[src/rtl/load_store_unit.sv]
// Load/store unit: one request at a time, aligned accesses in a single cycle,
// misaligned half/word accesses serialised into byte accesses, little-endian.
module load_store_unit #(
   parameter int MP_WIDTH = 32
) (
   input  logic                iclk,
   input  logic                irst,
   input  logic                ivalid,
   output logic                oready,
   input  logic                iwe,
   input  logic [2:0]          ifunct3,
   input  logic [MP_WIDTH-1:0] iaddr,
   input  logic [MP_WIDTH-1:0] iwdata,
   output logic                ovalid,
   output logic [MP_WIDTH-1:0] ordata,
   output logic                oerr,
   output logic [MP_WIDTH-1:0] omem_pos,
   output logic                omem_wen,
   output logic [1:0]          omem_be,
   output logic [MP_WIDTH-1:0] omem_wdata,
   input  logic [MP_WIDTH-1:0] imem_rdata
);

   typedef enum logic [1:0] {IDLE, SINGLE, SERIAL, RESP} state_t;

   state_t              r_state;
   logic                r_we;
   logic [2:0]          r_f3;
   logic [MP_WIDTH-1:0] r_addr;
   logic [MP_WIDTH-1:0] r_wdata;
   logic [1:0]          r_cnt;
   logic [1:0]          r_last;
   logic [MP_WIDTH-1:0] r_data;
   logic                r_ovalid;
   logic                r_oerr;
   logic [MP_WIDTH-1:0] r_ordata;

   logic                w_legal;
   logic                w_cross;
   logic [MP_WIDTH-1:0] w_pos;
   logic [7:0]          w_rbyte;
   logic [7:0]          w_wbyte;
   logic [MP_WIDTH-1:0] w_capture;
   logic [MP_WIDTH-1:0] w_ext;
   logic                w_wen;

   always_comb begin
      if (iwe) w_legal = (ifunct3 == 3'b000) || (ifunct3 == 3'b001) || (ifunct3 == 3'b010);
      else     w_legal = (ifunct3 != 3'b011) && (ifunct3 != 3'b110) && (ifunct3 != 3'b111);
   end

   // funct3[1:0] doubles as the size code for every legal request
   assign w_cross = ((ifunct3[1:0] == 2'b01) && (iaddr[1:0] == 2'b11)) ||
                    ((ifunct3[1:0] == 2'b10) && (iaddr[1:0] != 2'b00));

   assign w_pos   = r_addr + MP_WIDTH'(r_cnt);
   assign w_rbyte = imem_rdata[{w_pos[1:0], 3'b000} +: 8];
   assign w_wbyte = r_wdata[{r_cnt, 3'b000} +: 8];

   always_comb begin
      w_capture = r_data;
      if (r_state == SINGLE)
         w_capture = imem_rdata >> {r_addr[1:0], 3'b000};
      else if (r_state == SERIAL)
         w_capture = r_data | (MP_WIDTH'(w_rbyte) << {r_cnt, 3'b000});
   end

   always_comb begin
      case (r_f3)
         3'b000:  w_ext = {{(MP_WIDTH-8){w_capture[7]}}, w_capture[7:0]};
         3'b001:  w_ext = {{(MP_WIDTH-16){w_capture[15]}}, w_capture[15:0]};
         3'b100:  w_ext = {{(MP_WIDTH-8){1'b0}}, w_capture[7:0]};
         3'b101:  w_ext = {{(MP_WIDTH-16){1'b0}}, w_capture[15:0]};
         default: w_ext = w_capture;
      endcase
   end

   always_ff @(posedge iclk) begin
      if (irst) begin
         r_state  <= IDLE;
         r_we     <= 1'b0;
         r_f3     <= '0;
         r_addr   <= '0;
         r_wdata  <= '0;
         r_cnt    <= '0;
         r_last   <= '0;
         r_data   <= '0;
         r_ovalid <= 1'b0;
         r_oerr   <= 1'b0;
         r_ordata <= '0;
      end else begin
         r_ovalid <= 1'b0;
         r_oerr   <= 1'b0;
         r_ordata <= '0;
         case (r_state)
            IDLE: if (ivalid) begin
               r_we    <= iwe;
               r_f3    <= ifunct3;
               r_addr  <= iaddr;
               r_wdata <= iwdata;
               r_cnt   <= '0;
               r_data  <= '0;
               r_last  <= (ifunct3[1:0] == 2'b01) ? 2'd1 : 2'd3;
               if (!w_legal) begin
                  r_state  <= RESP;
                  r_ovalid <= 1'b1;
                  r_oerr   <= 1'b1;
               end else if (w_cross) begin
                  r_state <= SERIAL;
               end else begin
                  r_state <= SINGLE;
               end
            end
            SINGLE: begin
               r_data   <= w_capture;
               r_state  <= RESP;
               r_ovalid <= 1'b1;
               r_ordata <= r_we ? '0 : w_ext;
            end
            SERIAL: begin
               r_data <= w_capture;
               r_cnt  <= r_cnt + 2'd1;
               if (r_cnt == r_last) begin
                  r_state  <= RESP;
                  r_ovalid <= 1'b1;
                  r_ordata <= r_we ? '0 : w_ext;
               end
            end
            RESP:    r_state <= IDLE;
            default: r_state <= IDLE;
         endcase
      end
   end

   always_comb begin
      omem_pos   = '0;
      omem_be    = 2'b00;
      omem_wdata = '0;
      w_wen      = 1'b0;
      if (r_state == SINGLE) begin
         omem_pos   = r_addr;
         omem_be    = r_f3[1:0];
         omem_wdata = r_wdata;
         w_wen      = r_we;
      end else if (r_state == SERIAL) begin
         omem_pos   = w_pos;
         omem_wdata = MP_WIDTH'(w_wbyte);
         w_wen      = r_we;
      end
   end

   // Reset gates the strobe immediately so an aborted access writes nothing more
   assign omem_wen = w_wen & ~irst;
   assign oready   = (r_state == IDLE) & ~irst;
   assign ovalid   = r_ovalid;
   assign oerr     = r_oerr;
   assign ordata   = r_ordata;

endmodule

[config.mk]
export PLATFORM = sky130hd
export DESIGN_NAME = load_store_unit
export DESIGN_NICKNAME = d
export VERILOG_FILES = /design/src/rtl/load_store_unit.sv
export SDC_FILE = /design/constraint.sdc
export NUM_CORES = 1
export LEC_CHECK = 0
export CAP_MARGIN = 10
export CELL_PAD_IN_SITES_DETAIL_PLACEMENT = 1
export CELL_PAD_IN_SITES_GLOBAL_PLACEMENT = 2
export CORE_MARGIN = 4
export CORE_UTILIZATION = 27
export DETAILED_ROUTE_END_ITERATION = 8
export PLACE_DENSITY_LB_ADDON = 0.1
export SLEW_MARGIN = 40
export SYNTH_ARGS = -nofsm -noshare
export SYNTH_HDL_FRONTEND = slang
export SYNTH_SLANG_ARGS = --single-unit
[constraint.sdc]
create_clock -name iclk -period 2.97 [get_ports iclk]
set_input_delay 0.4455 -clock iclk [delete_from_list [all_inputs] [get_ports iclk]]
set_output_delay 0.4455 -clock iclk [all_outputs]
set_load 0.01 [all_outputs]
==> results of run 1 <==
-- critical path: cells and delay by family, from the launching register on --
family | cells | cell delay [ns]
adder cells (fa/ha/maj) | 1 | 0.15
AND/OR/NAND/NOR | 4 | 1.37
buffers and inverters | 2 | 0.20
AO/OA/AOI/OAI | 1 | 0.13
flip-flops | 1 | 0.33
-- sequential cells by signal, summed over array words and instances, names as in the netlist --
signal and cells:
r_we 1, ordata 32, r_wdata 32, r_data 32, ovalid 1, r_f3 3
oerr 1, r_last 2, r_addr 32, r_state 2, r_cnt 2
-- area by class of cell --
class	count	area, µm²	area share [%]
multi-input combinational	738	4600	41.6
sequential	140	2810	25.4
timing repair buffer	271	2610	23.6
tap	372	465	4.21
clock buffer	18	429	3.88
clock inverter	13	118	1.06
inverter	6	22.5	0.204
antenna	1	2.50	0.0226
-- final timing paths --
kind	from	to	cells past startpoint
min reg2reg	r_data[12]$_SDFFE_PP0P_	r_data[12]$_SDFFE_PP0P_	2
max reg2reg	r_addr[1]$_SDFFE_PP0P_	ordata[16]$_SDFF_PP0_	8
min	irst	r_addr[25]$_SDFFE_PP0P_	2
max	r_state[1]$_SDFFE_PP0P_	omem_pos[23]	8
-- cell families (layout without fill, tap and decap cells) --
family / after synthesis / count (layout)
AOI/OAI and AO/OA: 251 / 251
xor gates and xnor gates: 23 / 23
adders and majority gates: 8 / 8
buffers and inverters: 83 / 308
DFF: 140 / 140
muxes: 43 / 43
other: 0 / 1
and+or+nand+nor: 413 / 413
-- per-stage QoR --
step	std cells	cell area (µm²)	worst slack, ns	util (%)
2_1_floorplan	961	7530	0.135	-
3_3_place_gp	1520	10200	-0.141	37.6
3_5_place_dp	1520	10200	-0.149	37.6
4_1_cts	1557	11000	-0.183	40.3
5_1_grt	1558	11100	-0.162	40.7
6_report	1559	11100	-0.0488	40.7
-- power breakdown --
part	total, W	leakage, nW	switching, W	internal (W)
registers	0.00243	1.14	0.000221	0.00221
clock network	0.00207	0.255	0.000920	0.00115
logic	0.00380	2.82	0.00227	0.00154
-- cell usage in the layout, fill, tap and decap left out, drive strengths merged, types with 9 or more instances in the layout --
master	Yosys	routed
mux4	16	16
nand3	27	27
nand2	204	204
or3	11	11
clkbuf	67	20
o21ai	21	21
clkdlybuf4s50	0	167
nor2b	11	11
and2	48	48
nand2b	9	9
dfxtp	140	140
a211oi	16	16
a21oi	146	146
xnor2	15	15
inv	6	9
nor2	53	53
buf	10	77
dlymetal6s2s	0	12
nand4	9	9
mux2i	26	26
dlygate4sd2	0	11
o211ai	17	17
nand3b	9	9
-- timing repair --
item	4_1_cts	5_1_grt
resized for setup	88	36
setup buffers	6	1
hold buffers	0	0
hold endpoints to repair	0	0
endpoints found under the setup margin	41	28
pin swaps	10	12
-- layer usage --
metal	vias to the layer above	GRT usage, %
met4	4	3.86
li1	3783	-
met1	3630	27.3
met2	173	29.2
met3	21	5.67
met5	-	0
==> results.ini, run 1 <==
[outcome]
status = finished with violations
failed_checks = setup timing

[yosys]
synth-xor-area-share_pct = 2.68
post-synth-top-count-cell = sky130_fd_sc_hd__nand2_1
post_synth_num_cell_types = 52
synth.yosys.seq_area_share_pct = 37.2
synthesis.area_um2 = 7530
post-synth-top-area-fraction_pct = 37.2
synth_top_flop_cell = sky130_fd_sc_hd__dfxtp_1
netlist.top_cell.by_area = sky130_fd_sc_hd__dfxtp_1
synth.net_count = 1072
synthMuxAreaShare_pct = 8.40
leading_cell_types_by_count_after_synthesis = sky130_fd_sc_hd__nand2_1 (204), sky130_fd_sc_hd__a21oi_1 (145), sky130_fd_sc_hd__dfxtp_1 (140)
synth_top_family_by_area = simple AND/OR/NAND/NOR gates
synth-adder-area-share_pct = 1.43
synthCells = 961
netlist_top_cells_area = sky130_fd_sc_hd__dfxtp_1 (37%), sky130_fd_sc_hd__nand2_1 (10%), sky130_fd_sc_hd__a21oi_1 (9.6%)
number_of_synthesized_register_bits = 140
syn_avg_cell_area_um2 = 7.83
synth.yosys.warnings = 0
yosys.area_share.simple_pct = 25.9
synth-compound-area-share_pct = 20.0
number_of_enable_type_register_cells_in_the_synthesized_netlist = 0
async_flop_share_pct = 0

[clock_tree]
cts_htree_levels = 4
clock_path_buffers = 2
clock_sink_count = 140
cts.reportedPaths.clkPinSlew_ns = 0.06
cts_root_buffer = sky130_fd_sc_hd__clkbuf_16
insertion_delay_ns = 0.43
tritoncts.num_buffers = 17
tritoncts_clock_tree = done

[sta]
setup_tns_ns = -0.138
setup-violations-final = 5
slew_headroom_pct = 58.0
fin_crit_ns = 3.02
number_of_max_slew_violations_in_the_final_report = 0
tightest_slew_ns = 0.628
timing_limited_maximum_frequency_ghz = 0.331
fin_worst_hold_slack_ns = 0.425
worst_clock_skew_ns = 0.0162
timing_hold_violations_final = 0
final.period_utilization_pct = 102
grt_setup_unrepaired = yes
timing.final.ws_setup_ns = -0.0488

[power_and_ir_drop]
ir_worst_vdd_mv = 0.340
total_power_w = 0.00831
p_per_area_nw_per_um2 = 751
leakage_power_figure_nw = 4.22

[critical_path]
cp-end-kind = output pin
cell_by_cell_listing_of_the_critical_path = inv_2 > ha_4 > nand3b_4 > or4b_4 > or3_4 > or3_1 > a21oi_1 > buf_2
setup.worst_path.start_class = flop
critical_path_arrival_ns = 2.57
worst_path_max_delay_cell = sky130_fd_sc_hd__or4b_4
critical_path_class = reg -> out
cp_max_fo = 6
rrSetupSlack_ns = 0.27
critPathRequiredTime_ns = 2.52
slowest_delay_ns = 0.53

[placed_design]
port-buffer-count = 204
dp_hpwl_um = 21400
gp_congestion = 0.821

[die]
die-area_um2 = 30600
die_h_um = 175
floorplan.die.width_um = 175
initial_utilization_pct = 27.7
num_io_pins = 205
fp-row-count = 60
floorplan.core_area_um2 = 27200

[detailed_routing]
detail_route.iter0.violations = 385
top_layer_used = met5
postRouteWirelength_um = 29800
drtPass1Iterations = 4
remaining_drc_errors = 0
final_antenna_net_count = 0
viasPerCell = 4.88
route.detailed.wl_per_inst_um = 19.1
met3_wirelength_um = 1950
wl_met2_um = 13100
met1_layer_wirelength_in_the_final_routing_um = 14500
vias = 7611

[finish]
num-fill-cells = 3269
finish.net_count = 1285
drive_above_1_share_pct = 14.3
syn2layout_area_growth_pct = 46.9

[flow_run]
cap_viol_max_count = 0

[global_routing]
grt.total_usage_pct = 19.2
initial_antenna_violation_count = 2
grt_remaining_overflow = 0
first_global_vias = 7834
largest_net_degree_at_the_start_of_global_routing = 49
first_pass_grt_wire_length_um = 46300

[hold_path]
hold_path_class = in -> reg

(Power assumes the default switching activity.)
==> run 2, diff against run 1 <==
- CORE_UTILIZATION: 27 -> 25
- clock period: 2.97 -> 2.6 ns (I/O delays scaled with it)
==> results.ini, run 2 (synthesized netlist as in run 1, its figures left out) <==
[outcome]
status = finished with violations
failed_checks = setup timing

[die]
initial_utilization_pct = 25.4  ; -2.3 points
floorplan.core_area_um2 = 29600  ; +9.1%
num_io_pins = 205  ; unchanged
die_h_um = 182  ; +3.7%
fp-row-count = 63  ; +5.0%
die-area_um2 = 32900  ; +7.6%
floorplan.die.width_um = 182  ; +3.7%

[power_and_ir_drop]
ir_worst_vdd_mv = 0.475  ; +40%
p_per_area_nw_per_um2 = 863  ; +15%
leakage_power_figure_nw = 4.36  ; +3.3%

[finish]
mostFrequentLayoutCells = sky130_fd_sc_hd__nand2_1 (201), sky130_fd_sc_hd__clkdlybuf4s50_1 (162), sky130_fd_sc_hd__dfxtp_1 (135), sky130_fd_sc_hd__a21oi_1 (132), sky130_fd_sc_hd__buf_4 (87)
final_common_cell = sky130_fd_sc_hd__nand2_1
finish.net_count = 1326  ; +3.2%
drive_above_1_share_pct = 21.9  ; +7.6 points
syn2layout_area_growth_pct = 53.6
antennaDiodeCount = 0  ; -1
final_cell_count_no_fill = 1618  ; +3.8%

[critical_path]
worstReg2RegStart = r_addr[0]$_SDFFE_PP0P_
critPathRequiredTime_ns = 2.21  ; -0.31 ns
critical_path_arrival_ns = 2.58  ; about the same
timing.critical_path.from = r_addr[1]$_SDFFE_PP0P_
setup.worst_path.start_class = flop
cp_max_fo = 6  ; unchanged
cp-end-kind = output pin
critical_path_class = reg -> out

[clock_tree]
ctsHoldBuffers = 0  ; unchanged
tritoncts_clock_tree = done
insertion_delay_ns = 0.42  ; about the same
cts_htree_levels = 4  ; unchanged
clock_path_buffers = 2  ; unchanged
cts_root_buffer = sky130_fd_sc_hd__clkbuf_16
cts.reportedPaths.clkPinSlew_ns = 0.07  ; about the same
clock_sink_count = 140  ; unchanged
tritoncts.num_buffers = 17  ; unchanged

[sta]
timing_hold_violations_final = 0  ; unchanged
number_of_max_slew_violations_in_the_final_report = 0  ; unchanged
setup-violations-final = 34  ; +29
timing.final.ws_setup_ns = -0.369  ; -0.320 ns
worst_clock_skew_ns = 0.0114  ; -0.00477 ns
timing_limited_maximum_frequency_ghz = 0.337
tightest_slew_ns = 0.644  ; +0.0162 ns
fin_crit_ns = 2.97
grt_setup_unrepaired = yes
final.period_utilization_pct = 114
slew_headroom_pct = 57.1  ; -0.92 points

[hold_path]
hold_path_class = in -> reg
hold_path_startpoint = irst

[placed_design]
place_inst = 1565  ; +3.0%
port-buffer-count = 204  ; unchanged
dp_hpwl_um = 22000  ; +3.0%
place_worst_setup_slack_ns = -0.406  ; -0.257 ns
gp_congestion = 0.810  ; -1.3%

[detailed_routing]
route.detailed.wl_per_inst_um = 18.9  ; -1.1%
vias = 7797  ; +2.4%
postRouteWirelength_um = 30600  ; +2.6%
drtPass1Iterations = 4  ; unchanged
remaining_drc_errors = 0  ; unchanged
detail_route.iter0.violations = 360  ; -6.5%
viasPerCell = 4.82  ; -1.3%
final_antenna_net_count = 0  ; unchanged

[global_routing]
largest_net_degree_at_the_start_of_global_routing = 49  ; unchanged
grt_remaining_overflow = 0  ; unchanged
initial_antenna_violation_count = 2  ; unchanged
grt.total_usage_pct = 18.1  ; -1.2 points
first_pass_grt_wire_length_um = 47700  ; +3.1%
first_global_vias = 8196  ; +4.6%

[flow_run]
cap_viol_max_count = 0  ; unchanged

-- run 2: power breakdown --
| part | total, W | switching [W] | internal (W) |
|---|---|---|---|
| clock network | 0.00256 | 0.00109 | 0.00147 |
| registers | 0.00277 | 0.000247 | 0.00253 |
| logic | 0.00465 | 0.00269 | 0.00196 |
-- run 2: cell type report --
cell class	instances	area, µm²
clock buffers	19	443
clock inverters	13	159
fillers	3525	18100
inverters	6	22.5
multi-input cells	738	4820
flip-flops and latches	140	2810
well taps	390	488
repair buffers	312	2820
-- run 2: per-stage QoR --
step,power (W),setup TNS [ns],hold WS (ns),utilization [%],area [µm²]
floorplan,0.00529,-0.0859,0.432,-,7560
global placement,0.00716,-10.46,0.441,35.3,10500
detailed placement,0.00719,-15.23,0.449,35.3,10500
CTS,0.00990,-5.10,0.387,38.3,11300
global route,0.0107,-8.44,0.408,39.0,11600
finish,0.00998,-4.88,0.394,39.0,11600
-- run 2: final timing paths --
check                                              end  slack [ns]  cells past startpoint
worst max register to register   ordata[16]$_SDFF_PP0_       -0.07                      8
worst max-delay path                      omem_pos[29]       -0.37                      7
worst min register to register  r_data[9]$_SDFFE_PP0P_        0.46                      2
worst min-delay path            r_last[0]$_SDFFE_PP0P_        0.39                      2
-- run 2: per-layer routing --
layer	part of all wire (%)	global-route usage [%]	wire length, µm
met3	5.9	4.73	1810
met1	48	25.5	14800
met5	0.072	0	22
met2	45	28.7	13800
met4	0.55	2.43	168
-- run 2: worst max-delay path: stages (launching register included) --
cell and delay, ns:
sky130_fd_sc_hd__dfxtp_2 0.34, sky130_fd_sc_hd__ha_4 0.27, sky130_fd_sc_hd__a21oi_2 0.06, sky130_fd_sc_hd__or4b_4 0.52, sky130_fd_sc_hd__or3_4 0.38, sky130_fd_sc_hd__or3_4 0.34, sky130_fd_sc_hd__a21oi_2 0.11, sky130_fd_sc_hd__buf_2 0.13
-- run 2: what timing repair did --
item,CTS,global route
gates resized for setup,156,78
buffers inserted,13,10
pin swaps,28,25
hold endpoints to repair,0,0
setup endpoints to repair,92,67
==> run 3, diff against run 2 <==
- CAP_MARGIN: 10 -> default
- GPL_ROUTABILITY_DRIVEN: default -> 0
==> results of run 3 <==
The final DEF is identical to that of run 2; final timing and power are the same.
